### src/rtl/if_fetch_queue.sv
// if_fetch_queue: pre-IF/IF fetch unit. Issues in-order requests to an SRAM-like
// instruction port with up to OUTSTANDING requests pending. Responses are matched to
// their pc through a small pc FIFO and land in an instruction buffer (IBUF) that
// feeds ID. Redirects flush the IBUF and turn every outstanding request into a
// response that must be dropped (discard counter).

// Overflow checker: the credit rule guarantees the IBUF never takes a push while full.
module if_fetch_queue_chk #(
  parameter int unsigned CW         = 3,
  parameter int unsigned IBUF_DEPTH = 4
) (
  input  logic          clk,
  input  logic          resetn,
  input  logic          push,
  input  logic [CW-1:0] cnt
);
  a_no_push_when_full: assert property (@(posedge clk) disable iff (!resetn)
    !(push && (cnt == CW'(IBUF_DEPTH))));
endmodule

module if_fetch_queue #(
  parameter int unsigned OUTSTANDING = 2,
  parameter int unsigned IBUF_DEPTH  = 4,
  parameter logic [31:0] RESET_PC    = 32'h1c000000
) (
  input  logic        clk,
  input  logic        resetn,
  input  logic        ds_allowin,
  output logic        fs_to_ds_valid,
  output logic [80:0] fs_to_ds_bus,
  input  logic [32:0] br_bus,
  input  logic        excp_taken,
  input  logic        ertn_taken,
  input  logic [31:0] eentry,
  input  logic [31:0] era,
  output logic        inst_sram_req,
  output logic        inst_sram_wr,
  output logic [1:0]  inst_sram_size,
  output logic [3:0]  inst_sram_wstrb,
  output logic [31:0] inst_sram_addr,
  output logic [31:0] inst_sram_wdata,
  input  logic        inst_sram_addr_ok,
  input  logic        inst_sram_data_ok,
  input  logic [31:0] inst_sram_rdata
);

  localparam int unsigned IW = $clog2(OUTSTANDING + 1);
  localparam int unsigned CW = $clog2(IBUF_DEPTH + 1);
  localparam int unsigned SW = CW + 1;
  localparam int unsigned PW = (OUTSTANDING > 1) ? $clog2(OUTSTANDING) : 1;
  localparam int unsigned BW = (IBUF_DEPTH > 1) ? $clog2(IBUF_DEPTH) : 1;

  localparam logic [IW-1:0] OUT_MAX   = IW'(OUTSTANDING);
  localparam logic [CW-1:0] DEPTH_MAX = CW'(IBUF_DEPTH);
  localparam logic [SW-1:0] DEPTH_EXT = SW'(IBUF_DEPTH);
  localparam logic [PW-1:0] PCF_LAST  = PW'(OUTSTANDING - 1);
  localparam logic [BW-1:0] IBUF_LAST = BW'(IBUF_DEPTH - 1);

  // Wrapping pointer increments for the two circular buffers.
  function automatic logic [PW-1:0] pcf_inc(input logic [PW-1:0] p);
    return (p == PCF_LAST) ? '0 : p + PW'(1);
  endfunction

  function automatic logic [BW-1:0] ibuf_inc(input logic [BW-1:0] p);
    return (p == IBUF_LAST) ? '0 : p + BW'(1);
  endfunction

  // State
  logic [31:0]   issue_pc_q,   issue_pc_d;
  logic [IW-1:0] inflight_q,   inflight_d;
  logic [IW-1:0] discard_q,    discard_d;
  logic [CW-1:0] ibuf_cnt_q,   ibuf_cnt_d;
  logic [BW-1:0] ibuf_head_q,  ibuf_head_d;
  logic [BW-1:0] ibuf_tail_q,  ibuf_tail_d;
  logic [PW-1:0] pcf_rp_q,     pcf_rp_d;
  logic [PW-1:0] pcf_wp_q,     pcf_wp_d;
  logic          redir_pend_q, redir_pend_d;
  logic [31:0]   redir_pc_q,   redir_pc_d;
  logic          adef_done_q,  adef_done_d;
  logic [31:0]   pcf_mem_q  [OUTSTANDING];
  logic [80:0]   ibuf_mem_q [IBUF_DEPTH];

  // Combinational helpers
  logic          redir_now_s;
  logic [31:0]   apply_tgt_s;
  logic [SW-1:0] credit_sum_s;
  logic          req_s;
  logic          acc_s;
  logic          rsp_s;
  logic          drop_s;
  logic          keep_s;
  logic          old_acc_s;
  logic          pcf_push_s;
  logic          adef_push_s;
  logic          ibuf_push_s;
  logic          ibuf_pop_s;
  logic          valid_s;
  logic [80:0]   ibuf_wdata_s;

  // Redirect decode: exception beats ertn beats branch. The if-chain makes an
  // unknown control input behave as "not taken" in simulation.
  always_comb begin
    redir_now_s = 1'b0;
    apply_tgt_s = redir_pc_q;
    if (excp_taken) begin
      redir_now_s = 1'b1;
      apply_tgt_s = eentry;
    end else if (ertn_taken) begin
      redir_now_s = 1'b1;
      apply_tgt_s = era;
    end else if (br_bus[32]) begin
      redir_now_s = 1'b1;
      apply_tgt_s = br_bus[31:0];
    end else begin
      redir_now_s = 1'b0;
      apply_tgt_s = redir_pc_q;
    end
  end

  // Request/response handshake qualification; req depends only on registered state
  // so it stays stable (with its address) until addr_ok.
  always_comb begin
    credit_sum_s = SW'(inflight_q) + SW'(ibuf_cnt_q);
    req_s        = resetn && (issue_pc_q[1:0] == 2'b00) && (inflight_q < OUT_MAX)
                   && (credit_sum_s < DEPTH_EXT);
    acc_s        = req_s && inst_sram_addr_ok;
    rsp_s        = inst_sram_data_ok && (inflight_q != '0);
    drop_s       = rsp_s && ((discard_q != '0) || redir_now_s);
    keep_s       = rsp_s && !drop_s;
    // Anything accepted while a redirect is still being applied belongs to the old stream.
    old_acc_s    = acc_s && (redir_now_s || redir_pend_q);
    pcf_push_s   = acc_s && !old_acc_s;
    adef_push_s  = (issue_pc_q[1:0] != 2'b00) && !adef_done_q && (inflight_q == '0)
                   && (discard_q == '0) && (ibuf_cnt_q < DEPTH_MAX)
                   && !redir_now_s && !redir_pend_q;
    ibuf_push_s  = keep_s || adef_push_s;
    valid_s      = (ibuf_cnt_q != '0) && !redir_now_s;
    ibuf_pop_s   = valid_s && ds_allowin;
    if (adef_push_s) begin
      ibuf_wdata_s = {issue_pc_q, 32'h0000_0000, 1'b1, 16'h4000};
    end else begin
      ibuf_wdata_s = {pcf_mem_q[pcf_rp_q], inst_sram_rdata, 1'b0, 16'h0000};
    end
  end

  // Next-state for counters, pointers, issue pc and redirect bookkeeping.
  always_comb begin
    inflight_d   = inflight_q + IW'(acc_s) - IW'(rsp_s);
    discard_d    = discard_q;
    ibuf_cnt_d   = ibuf_cnt_q;
    ibuf_head_d  = ibuf_head_q;
    ibuf_tail_d  = ibuf_tail_q;
    pcf_rp_d     = pcf_rp_q;
    pcf_wp_d     = pcf_wp_q;
    redir_pend_d = redir_pend_q;
    redir_pc_d   = redir_pc_q;
    issue_pc_d   = issue_pc_q;
    adef_done_d  = adef_done_q;

    if (redir_now_s) begin
      // Every request still outstanding after this edge is old-stream.
      discard_d   = inflight_d;
      ibuf_cnt_d  = '0;
      ibuf_head_d = '0;
      ibuf_tail_d = '0;
      pcf_rp_d    = '0;
      pcf_wp_d    = '0;
      adef_done_d = 1'b0;
    end else begin
      discard_d   = discard_q + IW'(old_acc_s) - IW'(drop_s);
      ibuf_cnt_d  = ibuf_cnt_q + CW'(ibuf_push_s) - CW'(ibuf_pop_s);
      ibuf_head_d = ibuf_pop_s  ? ibuf_inc(ibuf_head_q) : ibuf_head_q;
      ibuf_tail_d = ibuf_push_s ? ibuf_inc(ibuf_tail_q) : ibuf_tail_q;
      pcf_rp_d    = keep_s      ? pcf_inc(pcf_rp_q)     : pcf_rp_q;
      pcf_wp_d    = pcf_push_s  ? pcf_inc(pcf_wp_q)     : pcf_wp_q;
      adef_done_d = adef_done_q || adef_push_s;
    end

    if (redir_now_s || redir_pend_q) begin
      if (!req_s || inst_sram_addr_ok) begin
        issue_pc_d   = apply_tgt_s;
        redir_pend_d = 1'b0;
      end else begin
        redir_pend_d = 1'b1;
        redir_pc_d   = apply_tgt_s;
      end
    end else if (acc_s) begin
      issue_pc_d = issue_pc_q + 32'd4;
    end else begin
      issue_pc_d = issue_pc_q;
    end
  end

  // Control state registers.
  always_ff @(posedge clk or negedge resetn) begin
    if (!resetn) begin
      issue_pc_q   <= RESET_PC;
      inflight_q   <= '0;
      discard_q    <= '0;
      ibuf_cnt_q   <= '0;
      ibuf_head_q  <= '0;
      ibuf_tail_q  <= '0;
      pcf_rp_q     <= '0;
      pcf_wp_q     <= '0;
      redir_pend_q <= 1'b0;
      redir_pc_q   <= 32'h0000_0000;
      adef_done_q  <= 1'b0;
    end else begin
      issue_pc_q   <= issue_pc_d;
      inflight_q   <= inflight_d;
      discard_q    <= discard_d;
      ibuf_cnt_q   <= ibuf_cnt_d;
      ibuf_head_q  <= ibuf_head_d;
      ibuf_tail_q  <= ibuf_tail_d;
      pcf_rp_q     <= pcf_rp_d;
      pcf_wp_q     <= pcf_wp_d;
      redir_pend_q <= redir_pend_d;
      redir_pc_q   <= redir_pc_d;
      adef_done_q  <= adef_done_d;
    end
  end

  // Data storage for the pc FIFO and IBUF; contents are qualified by the counters.
  always_ff @(posedge clk) begin
    if (pcf_push_s) begin
      pcf_mem_q[pcf_wp_q] <= issue_pc_q;
    end
    if (ibuf_push_s) begin
      ibuf_mem_q[ibuf_tail_q] <= ibuf_wdata_s;
    end
  end

  assign inst_sram_req   = req_s;
  assign inst_sram_addr  = issue_pc_q;
  assign inst_sram_wr    = 1'b0;
  assign inst_sram_size  = 2'b10;
  assign inst_sram_wstrb = 4'b0000;
  assign inst_sram_wdata = 32'h0000_0000;
  assign fs_to_ds_valid  = valid_s;
  assign fs_to_ds_bus    = ibuf_mem_q[ibuf_head_q];

  if_fetch_queue_chk #(.CW(CW), .IBUF_DEPTH(IBUF_DEPTH)) u_chk (
    .clk    (clk),
    .resetn (resetn),
    .push   (ibuf_push_s),
    .cnt    (ibuf_cnt_q)
  );

endmodule
### config.mk
export PLATFORM = sky130hd
export DESIGN_NAME = if_fetch_queue
export DESIGN_NICKNAME = d
export VERILOG_FILES = /design/src/rtl/if_fetch_queue.sv
export SDC_FILE = /design/constraint.sdc
export NUM_CORES = 1
export LEC_CHECK = 0
export ABC_CLOCK_PERIOD_IN_PS = 8700
export BUFFER_PORTS_ARGS = -buffer_cell sky130_fd_sc_hd__buf_2
export CORE_MARGIN = 10
export CORE_UTILIZATION = 61
export CTS_BUF_LIST = sky130_fd_sc_hd__clkbuf_16
export DETAILED_ROUTE_END_ITERATION = 8
export PLACE_DENSITY = 0.85
export SETUP_SLACK_MARGIN = 0.2
export SKIP_CTS_REPAIR_TIMING = 1
export SYNTH_ARGS = -nofsm -noshare
export SYNTH_HDL_FRONTEND = slang
export SYNTH_HIERARCHICAL = 1
export SYNTH_SLANG_ARGS = --single-unit
### constraint.sdc
create_clock -name clk -period 8.7 [get_ports clk]
set_input_delay 2.61 -clock clk [delete_from_list [all_inputs] [get_ports clk]]
set_output_delay 2.61 -clock clk [all_outputs]
set_load 0.01 [all_outputs]
==> results of run 1 <==
-- cells in the mapped netlist (all sizes together), types with 3 or more instances --
master	number
nor2	62
a22oi	5
ha	13
buf	83
edfxtp	324
o21ai	67
a22o	3
nor3	16
nand3	20
a21o	9
a2bb2oi	6
mux2	15
or3	10
mux2i	76
and3	6
dfstp	3
xnor2	5
and2	9
o22a	5
o22ai	4
nand4	12
and4	3
clkbuf	44
nand2	72
o32ai	5
inv	15
mux4	65
a21oi	56
nor2b	46
a211oi	21
o31ai	3
dfrtp	76
-- state kept, by name, summed over array words and instances, names as in the netlist, 2 cells and up --
| signal | cells |
|---|---|
| inst_sram_addr | 32 |
| ibuf_tail_q | 2 |
| ibuf_cnt_q | 3 |
| ibuf_mem_q | 260 |
| discard_q | 2 |
| ibuf_head_q | 2 |
| inflight_q | 2 |
| pcf_mem_q | 64 |
| redir_pc_q | 32 |
-- report_power, final --
| group | leakage, uW | switching, uW | internal, uW |
|---|---|---|---|
| registers | 0.00386 | 156 | 2240 |
| logic | 0.00286 | 280 | 228 |
| clock network | 0.000621 | 699 | 874 |
| total | 0.00733 | 1130 | 3340 |
-- cells in the final DEF (no fill, tap or decap), types with 46 or more instances in the layout --
master and count:
a21oi_1 55, nand2_1 72, mux4_2 65, conb_1 54, nor2b_1 46, dfrtp_1 73
nor2_1 60, edfxtp_1 324, mux2i_1 76, buf_2 234, o21ai_0 65
-- critical path, delay by kind of cell --
kind                   cells  cell delay, ns
buffers and inverters      3            0.54
and+or+nand+nor            2            0.99
-- final timing paths --
kind	to	slack (ns)	startpoint
max	fs_to_ds_valid	1.94	br_bus[32]
min	redir_pc_q[31]	0.51	redir_pc_q[31]
max reg2reg	discard_q[1]	5.83	inflight_q[1]
min reg2reg	redir_pc_q[31]	0.51	redir_pc_q[31]
max in group asynchronous	ibuf_head_q[0]	5.61	resetn
min in group asynchronous	redir_pc_q[0]	1.84	resetn
-- per-layer routing --
layer | GRT usage | part of all wire
met4 | 0.0657 | 0.023
met3 | 0.0646 | 0.090
met2 | 0.345 | 0.48
met1 | 0.284 | 0.41
met5 | 0 | 0.00023
-- area by class of cell --
class / count / area [sq um]
fill: 1890 / 8490
multi-input combinational: 694 / 5390
clock inverter: 28 / 153
tap: 384 / 480
sequential: 403 / 11700
clock buffer: 42 / 1050
timing repair buffer: 249 / 1280
inverter: 16 / 60.1
-- kinds of logic after synthesis --
kind of cell,after synthesis,synth area share
buf+inv,143,0.0450
flops,403,0.663
xor+xnor,7,0.00347
mux,156,0.135
fa+ha+maj,14,0.0103
simple gates,266,0.0744
compound gates,197,0.0680
other cells,2,0.000425
-- through the flow --
stage / std cells / cell area, sq um / setup slack, ns / hold WS [ns] / utilization
after floorplan: 1240 / 17900 / 2.23 / 0.473 / -
after global placement: 1746 / 18900 / 1.93 / 0.485 / 0.661
after detailed placement: 1746 / 18900 / 1.93 / 0.493 / 0.661
after CTS: 1816 / 20100 / 1.93 / 0.510 / 0.703
after global routing: 1816 / 20100 / 1.80 / 0.522 / 0.703
final: 1816 / 20100 / 1.94 / 0.506 / 0.703
==> run metrics, run 1 <==
IR drop worst, VDD roughly 0.00014 V; first-pass GRT wire length ~62,000 um; HP Class reg2reg; row count 62; Area Overhead vs Synth 14.0%; worst clock skew 0.0284 ns; Hold Vio Cnt, Final 0; Worst-Skew Late Latency approximately 0.55 ns; period utilization 0.777; pwr/cell area around 220 mW/mm^2; core box area approximately 0.029 sq mm; Root Driver clkbuf_16; Global Route Usage Sum 0.217; io pins just under 300; Worst Reg-to-Reg Cells 12; layout cell share with drive strength beyond 1 0.277; cells along the critical path buf_2, buf_4, or3_1, nor2_1, buf_2; Slew @ Worst Pin 1.05 ns; Starting Density 0.617; Critical Path Start Type input port; Final Total Pwr 4480 uW; WP data required 6.09 ns; worst hold stages 1; IO buf count 235; RSZ-0062 raised after global routing false; Max Transition Viols Final 0; max incr delay on CP 0.72 ns; Max Freq 148 MHz; maximum root-to-sink buffer count 3; Mapped Area between 0.015 and 0.02 sq mm; die footprint ~0.036 sq mm; Async SR Flop Fraction 0.196; WS Path Type in2out; Final min period approximately 6.8 ns; drt first-iter violations 975; crit path DAT 4.15 ns; Avg Cell Area, Syn between 10 and 15 sq um; TritonRoute pass-1 iters 5; EDFF count, synth about 320; GRT overflow 0; routed len/inst about 22 um; antenna-violating nets left 0; Worst Setup End Kind primary output; register bit total from synthesis roughly 400; top_reg_cell synth edfxtp_1; die span in y roughly 190 um; Post-layout nets around 1,600; # diodes 0; Slowest-stage cell, CP or3_1; post-synth top area cell edfxtp_1; WL final 39,900 um; number of global-route vias before repair 11,000; DIE WIDTH roughly 190 um; clk sink count between 400 and 500; CTS tree built; largest cells by area after synthesis edfxtp_1, dfrtp_1, mux4_2; Relative slew margins 0.303; status finished clean; register area share after synthesis 0.663; Vias approximately 11,000; clock slew at reported path FFs 0.06 ns; initial antenna violation count 1; largest net degree at the start of global routing 78; Netlist cell types 60; via density per instance around 5.9; Leakage around 0.0073 uW; MaxCap Viol Count 0; Warnings, synthesis 6; most frequent CP cell buf_2; CP Max Fanout 35; cts bufs inserted 40; dpl hpwl roughly 26,000 um; H-tree depth 2; GP Congestion between 0.8 and 0.9; # DRC 0; Post-Syn Instances between 1,000 and 1,500; post-synth top area share 0.551; Fin Setup TNS 0 ns; # setup viols final 0
(Power assumes the default switching activity.)
==> run 2: changes to the inputs <==
--- a/config.mk
+++ b/config.mk
@@ -5,13 +5,13 @@
 export SDC_FILE = /design/constraint.sdc
 export NUM_CORES = 1
 export LEC_CHECK = 0
-export ABC_CLOCK_PERIOD_IN_PS = 8700
+export ABC_CLOCK_PERIOD_IN_PS = 7000
 export BUFFER_PORTS_ARGS = -buffer_cell sky130_fd_sc_hd__buf_2
 export CORE_MARGIN = 10
-export CORE_UTILIZATION = 61
+export CORE_UTILIZATION = 57
 export CTS_BUF_LIST = sky130_fd_sc_hd__clkbuf_16
 export DETAILED_ROUTE_END_ITERATION = 8
-export PLACE_DENSITY = 0.85
+export PLACE_DENSITY = 0.8
 export SETUP_SLACK_MARGIN = 0.2
 export SKIP_CTS_REPAIR_TIMING = 1
 export SYNTH_ARGS = -nofsm -noshare
==> constraint.sdc (replaced) <==
create_clock -name clk -period 7 [get_ports clk]
set_input_delay 2.1 -clock clk [delete_from_list [all_inputs] [get_ports clk]]
set_output_delay 2.1 -clock clk [all_outputs]
set_load 0.01 [all_outputs]
==> run metrics, run 2 (same netlist as run 1, synthesis figures left out) <==
Critical Path Start Type input port (unchanged); DIE WIDTH 196 um (was 190 um); WS Path Type in2out (unchanged); WP data required 4.90 ns (was 6.09 ns); worst clock skew 0.0205 ns (was 0.0284 ns); worst r2r src inflight_q[1] (unchanged); routed len/inst 21.6 um (was 22.0 um); core box area 0.0306 sq mm (was 0.0286 sq mm); maximum root-to-sink buffer count 3 (unchanged); RSZ-0062 raised after global routing false (unchanged); WL final 39,700 um (was 39,900 um); first-pass GRT wire length 62,200 um (was 61,900 um); CP Max Fanout 23 (was 35); Slew @ Worst Pin 1.14 ns (was 1.05 ns); Max Freq around 180 MHz; Worst Setup End Kind primary output (unchanged); worst hold margin 0.514 ns (was 0.506 ns); period utilization 0.793; Biggest register ibuf_mem_q (unchanged); MaxCap Viol Count 0 (unchanged); Vias 10,600 (was 10,700); Root Driver clkbuf_16 (unchanged); crit path DAT 3.45 ns (was 4.15 ns); Worst-Skew Late Latency 0.53 ns (was 0.55 ns); Leakage 0.00738 uW (was 0.00733 uW); drt first-iter violations 819 (was 975); largest net degree at the start of global routing 92 (was 78); # setup viols final 0 (unchanged); via density per instance 5.80 (was 5.91); Crit path max-delay family buffers and inverters (was simple AND/OR/NAND/NOR gates); H-tree depth 2 (unchanged); Post-layout nets 1,555 (was 1,554); IR drop worst, VDD 0.000155 V (was 0.000136 V); Fin Setup TNS 0 ns (unchanged); status finished clean (unchanged); # DRC 0 (unchanged); TritonRoute pass-1 iters 5 (unchanged); hold_sp redir_pc_q[16] (was redir_pc_q[31]); layout cell share with drive strength beyond 1 0.278 (was 0.277); Max Transition Viols Final 0 (unchanged); PnR worst setup slack 1.45 ns (was 1.94 ns); row count 64 (was 62); most frequent cells in the layout edfxtp_1, buf_2, mux2i_1 (unchanged); pwr/cell area 276 mW/mm^2 (was 222 mW/mm^2); io pins 290 (unchanged); Starting Density 0.578 (was 0.617); Largest register FFs 260 (unchanged); CTS tree built (unchanged); post-layout util 0.659 (was 0.703); Post-Place Setup Slack 1.46 ns (was 1.93 ns); GRT overflow 0 (unchanged); CP bufs+invs 3 (unchanged); clock slew at reported path FFs 0.06 ns (about the same); HP Class reg2reg (unchanged); Slowest-stage cell, CP nor4b_2 (was or3_1); IO buf count 235 (unchanged); GP Congestion 0.839 (was 0.887); cells along the critical path buf_4, nor4b_2, nand3_1, inv_1, buf_2 (was buf_2, buf_4, or3_1, nor2_1, buf_2); Area Overhead vs Synth 14.2% (was 14.0%); Regs by FF count ibuf_mem_q: 260 flops, pcf_mem_q: 64 flops (unchanged); Relative slew margins 0.238 (was 0.303); crit path from resetn (was br_bus[32]); Hold Vio Cnt, Final 0 (unchanged); commonest non-fill, non-tap cell in the layout edfxtp_1 (unchanged); initial antenna violation count 0 (was 1); Global Route Usage Sum 0.202 (was 0.217); max incr delay on CP 0.33 ns (was 0.72 ns); Final min period 5.55 ns; die footprint 0.0384 sq mm (was 0.0362 sq mm); die span in y 196 um (was 190 um); dpl hpwl 26,000 um (about the same); number of global-route vias before repair 11,100 (was 11,000); clk sink count 403 (unchanged); antenna-violating nets left 0 (unchanged); cts bufs inserted 40 (unchanged)
-- run 2: cell count changes in the layout (fill, tap and decap cells not counted) --
cell | before | now
inv_1 | 26 | 30
diode_2 | 0 | 1
clkinv_1 | 11 | 8
bufinv_16 | 0 | 1
clkinv_2 | 2 | 7
buf_4 | 15 | 16
clkinvlp_4 | 2 | 0
clkinv_8 | 3 | 1
-- run 2: stage by stage --
step / std cells / instance area [sq um] / total power (uW)
finish: 1833 / 20200 / 5580
global route: 1832 / 20200 / 5810
CTS: 1832 / 20200 / 5620
detailed placement: 1759 / 19000 / 3650
global placement: 1759 / 19000 / 3620
floorplan: 1240 / 17900 / 3400
-- run 2: power breakdown --
group          total, uW  internal [uW]  switching, uW
registers           2990           2790            199
clock network       1960           1120            845
logic                629            283            346
-- run 2: path summary, 6_finish.rpt --
check / endpoint / slack, ns / cells after the start
max: inst_sram_req / 1.45 / 5
min: redir_pc_q[16] / 0.51 / 1
max in group asynchronous: inst_sram_addr[10] / 4.48 / 2
max reg2reg: inst_sram_addr[13] / 4.12 / 6
min reg2reg: redir_pc_q[16] / 0.51 / 1
min in group asynchronous: redir_pc_q[0] / 1.47 / 1
-- run 2: area by class of cell --
class | count | area (sq um)
Antenna cell | 1 | 2.50
Inverter | 16 | 60.1
Sequential cell | 403 | 11700
Fill cell | 2193 | 10400
Timing Repair Buffer | 250 | 1290
Clock inverter | 31 | 164
Clock buffer | 42 | 1050
Multi-Input combinational cell | 694 | 5390
Tap cell | 396 | 495
-- run 2: layer usage --
layer  vias up  wire (um)  track usage
li1       4876          -            -
met1      5266      16900        0.263
met2       439      19200        0.335
met3        49       2910       0.0474
met4         0        684       0.0518
met5         -          0            0
==> run 3: changes to the inputs <==
--- a/config.mk
+++ b/config.mk
@@ -5,13 +5,13 @@
 export SDC_FILE = /design/constraint.sdc
 export NUM_CORES = 1
 export LEC_CHECK = 0
-export ABC_CLOCK_PERIOD_IN_PS = 7000
+export ABC_CLOCK_PERIOD_IN_PS = 4500
 export BUFFER_PORTS_ARGS = -buffer_cell sky130_fd_sc_hd__buf_2
 export CORE_MARGIN = 10
-export CORE_UTILIZATION = 57
+export CORE_UTILIZATION = 51
 export CTS_BUF_LIST = sky130_fd_sc_hd__clkbuf_16
 export DETAILED_ROUTE_END_ITERATION = 8
-export PLACE_DENSITY = 0.8
+export PLACE_DENSITY = 0.76
 export SETUP_SLACK_MARGIN = 0.2
 export SKIP_CTS_REPAIR_TIMING = 1
 export SYNTH_ARGS = -nofsm -noshare
==> constraint.sdc (replaced) <==
create_clock -name clk -period 4.5 [get_ports clk]
set_input_delay 1.35 -clock clk [delete_from_list [all_inputs] [get_ports clk]]
set_output_delay 1.35 -clock clk [all_outputs]
set_load 0.01 [all_outputs]
==> run metrics, run 3 (same netlist as run 1, synthesis figures left out) <==
H-tree depth 2 (unchanged); row count 68 (was 64); Worst-Skew Late Latency 0.53 ns (about the same); status finished clean (unchanged); routed len/inst 21.4 um (was 21.6 um); IR drop worst, VDD 0.000247 V (was 0.000155 V); # diodes 0 (was 1); Post-Place Setup Slack 0.428 ns (was 1.46 ns); via density per instance 5.61 (was 5.80); Starting Density 0.514 (was 0.578); CTS tree built (unchanged); # setup viols final 0 (unchanged); Fin Setup TNS 0 ns (unchanged); dpl hpwl 27,000 um (was 26,000 um); fin area 0.0204 sq mm (was 0.0202 sq mm); DP Area 0.0192 sq mm (was 0.0190 sq mm); Regs by FF count ibuf_mem_q: 260 flops, pcf_mem_q: 64 flops (unchanged); worst r2r src inflight_q[1] (unchanged); cts bufs inserted 40 (unchanged); Flop pwr share 0.533 (was 0.535); R2R Setup Slk 1.53 ns (was 4.12 ns); Relative slew margins 0.235 (was 0.238); FF+latch area 0.0117 sq mm (unchanged); # DRC 0 (unchanged); first-pass GRT wire length 63,000 um (was 62,200 um); Leakage 0.00744 uW (was 0.00738 uW); period utilization 0.881; most frequent cells in the layout edfxtp_1, buf_2, mux2i_1 (unchanged); Worst Setup End Kind primary output (unchanged); Max Freq around 250 MHz; combinational share of power 0.114 (was 0.113); Root Driver clkbuf_16 (unchanged); worst hold stages 1 (unchanged); Internal 6520 uW (was 4190 uW); IO buf count 235 (unchanged); core box area 0.0344 sq mm (was 0.0306 sq mm); RSZ-0062 raised after global routing false (unchanged); die span in y 206 um (was 196 um); number of global-route vias before repair 11,100 (about the same); CP Max Fanout 41 (was 23); Hold Vio Cnt, Final 0 (unchanged); Final min period 3.96 ns; hold worst-path end redir_pc_q[8] (was redir_pc_q[16]); GP Congestion 0.856 (was 0.839); largest net degree at the start of global routing 78 (was 92); Worst Reg-to-Reg Cells 6 (unchanged); initial antenna violation count 0 (unchanged); MaxCap Viol Count 0 (unchanged); WP data required 3.15 ns (was 4.90 ns); Fillers 2,677 (was 2,193); drt first-iter violations 887 (was 819); Area Overhead vs Synth 15.5% (was 14.2%); Sw Ratio 0.251 (was 0.249); Slew @ Worst Pin 1.15 ns (was 1.14 ns); crit path DAT 2.61 ns (was 3.45 ns); HP Class reg2reg (unchanged); WS Path Type reg2out (was in2out); clk sink count 403 (unchanged); pwr/cell area 427 mW/mm^2 (was 276 mW/mm^2); clock share of power 0.354 (was 0.352); maximum root-to-sink buffer count 3 (unchanged); NetSw 2190 uW (was 1390 uW); Largest register FFs 260 (unchanged); DIE WIDTH 206 um (was 196 um); area occupied by multi-input gates 0.00540 sq mm (was 0.00539 sq mm); Critical Path Start Type flop (was input port); hold_sp redir_pc_q[8] (was redir_pc_q[16]); reg2reg end inst_sram_addr[13] (unchanged); antenna-violating nets left 0 (unchanged); worst clock skew 0.0130 ns (was 0.0205 ns); GRT overflow 0 (unchanged); layout cell share with drive strength beyond 1 0.286 (was 0.278); WL final 40,600 um (was 39,700 um); Biggest register ibuf_mem_q (unchanged); commonest non-fill, non-tap cell in the layout edfxtp_1 (unchanged); Vias 10,700 (was 10,600); PnR worst setup slack 0.535 ns (was 1.45 ns); Global Route Usage Sum 0.188 (was 0.202); io pins 290 (unchanged); TritonRoute pass-1 iters 5 (unchanged); clock slew at reported path FFs 0.06 ns (about the same); die footprint 0.0425 sq mm (was 0.0384 sq mm); worst hold margin 0.520 ns (was 0.514 ns); Max Transition Viols Final 0 (unchanged); Post-layout nets 1,564 (was 1,555)
-- run 3: cell type report --
cell class | instances | share of cell area
sequential | 403 | 0.574
multi-input combinational | 694 | 0.264
timing repair buffer | 259 | 0.0709
clock buffer | 42 | 0.0515
tap | 455 | 0.0279
clock inverter | 31 | 0.00828
inverter | 16 | 0.00294
-- run 3: how the worst max path moves through the flow --
stage / end / start / slack (ns) / depth (start not counted)
floorplan: pcf_mem_q[0][0] / excp_taken / -0.71 / 7
global placement: ibuf_cnt_q[2] / br_bus[32] / 0.53 / 14
detailed placement: ibuf_cnt_q[2] / br_bus[32] / 0.43 / 14
CTS: fs_to_ds_bus[55] / ibuf_head_q[0] / 0.44 / 3
global route: fs_to_ds_bus[68] / ibuf_head_q[0] / 0.34 / 3
finish: fs_to_ds_bus[70] / ibuf_head_q[0] / 0.54 / 3
-- run 3: power by group through the flow --
stage	clock network [uW]	logic, uW	registers, uW
final	3080	991	4640
after global routing	3320	1110	4680
after floorplan	0	686	4610
after detailed placement	0	999	4700
after global placement	0	959	4700
after CTS	3160	1000	4640
-- run 3: metrics by stage --
| step | std cells | utilization | power, uW |
|---|---|---|---|
| 6_report | 1900 | 0.594 | 8710 |
| 5_1_grt | 1900 | 0.594 | 9120 |
| 3_5_place_dp | 1827 | 0.558 | 5700 |
| 4_1_cts | 1900 | 0.594 | 8790 |
| 2_1_floorplan | 1240 | - | 5290 |
| 3_3_place_gp | 1827 | 0.558 | 5660 |
-- run 3: worst max-delay path: stages, from the launching register on --
cell,delay (ns)
dfrtp_4,1.00
buf_4,0.35
mux4_2,0.52
buf_2,0.19
-- run 3: routing by layer --
metal	vias to the layer above	global-route usage	share of wire
met1	5299	0.257	0.43
met5	-	0	0
met2	406	0.304	0.48
li1	4893	-	-
met3	53	0.0423	0.073
met4	0	0.0425	0.016
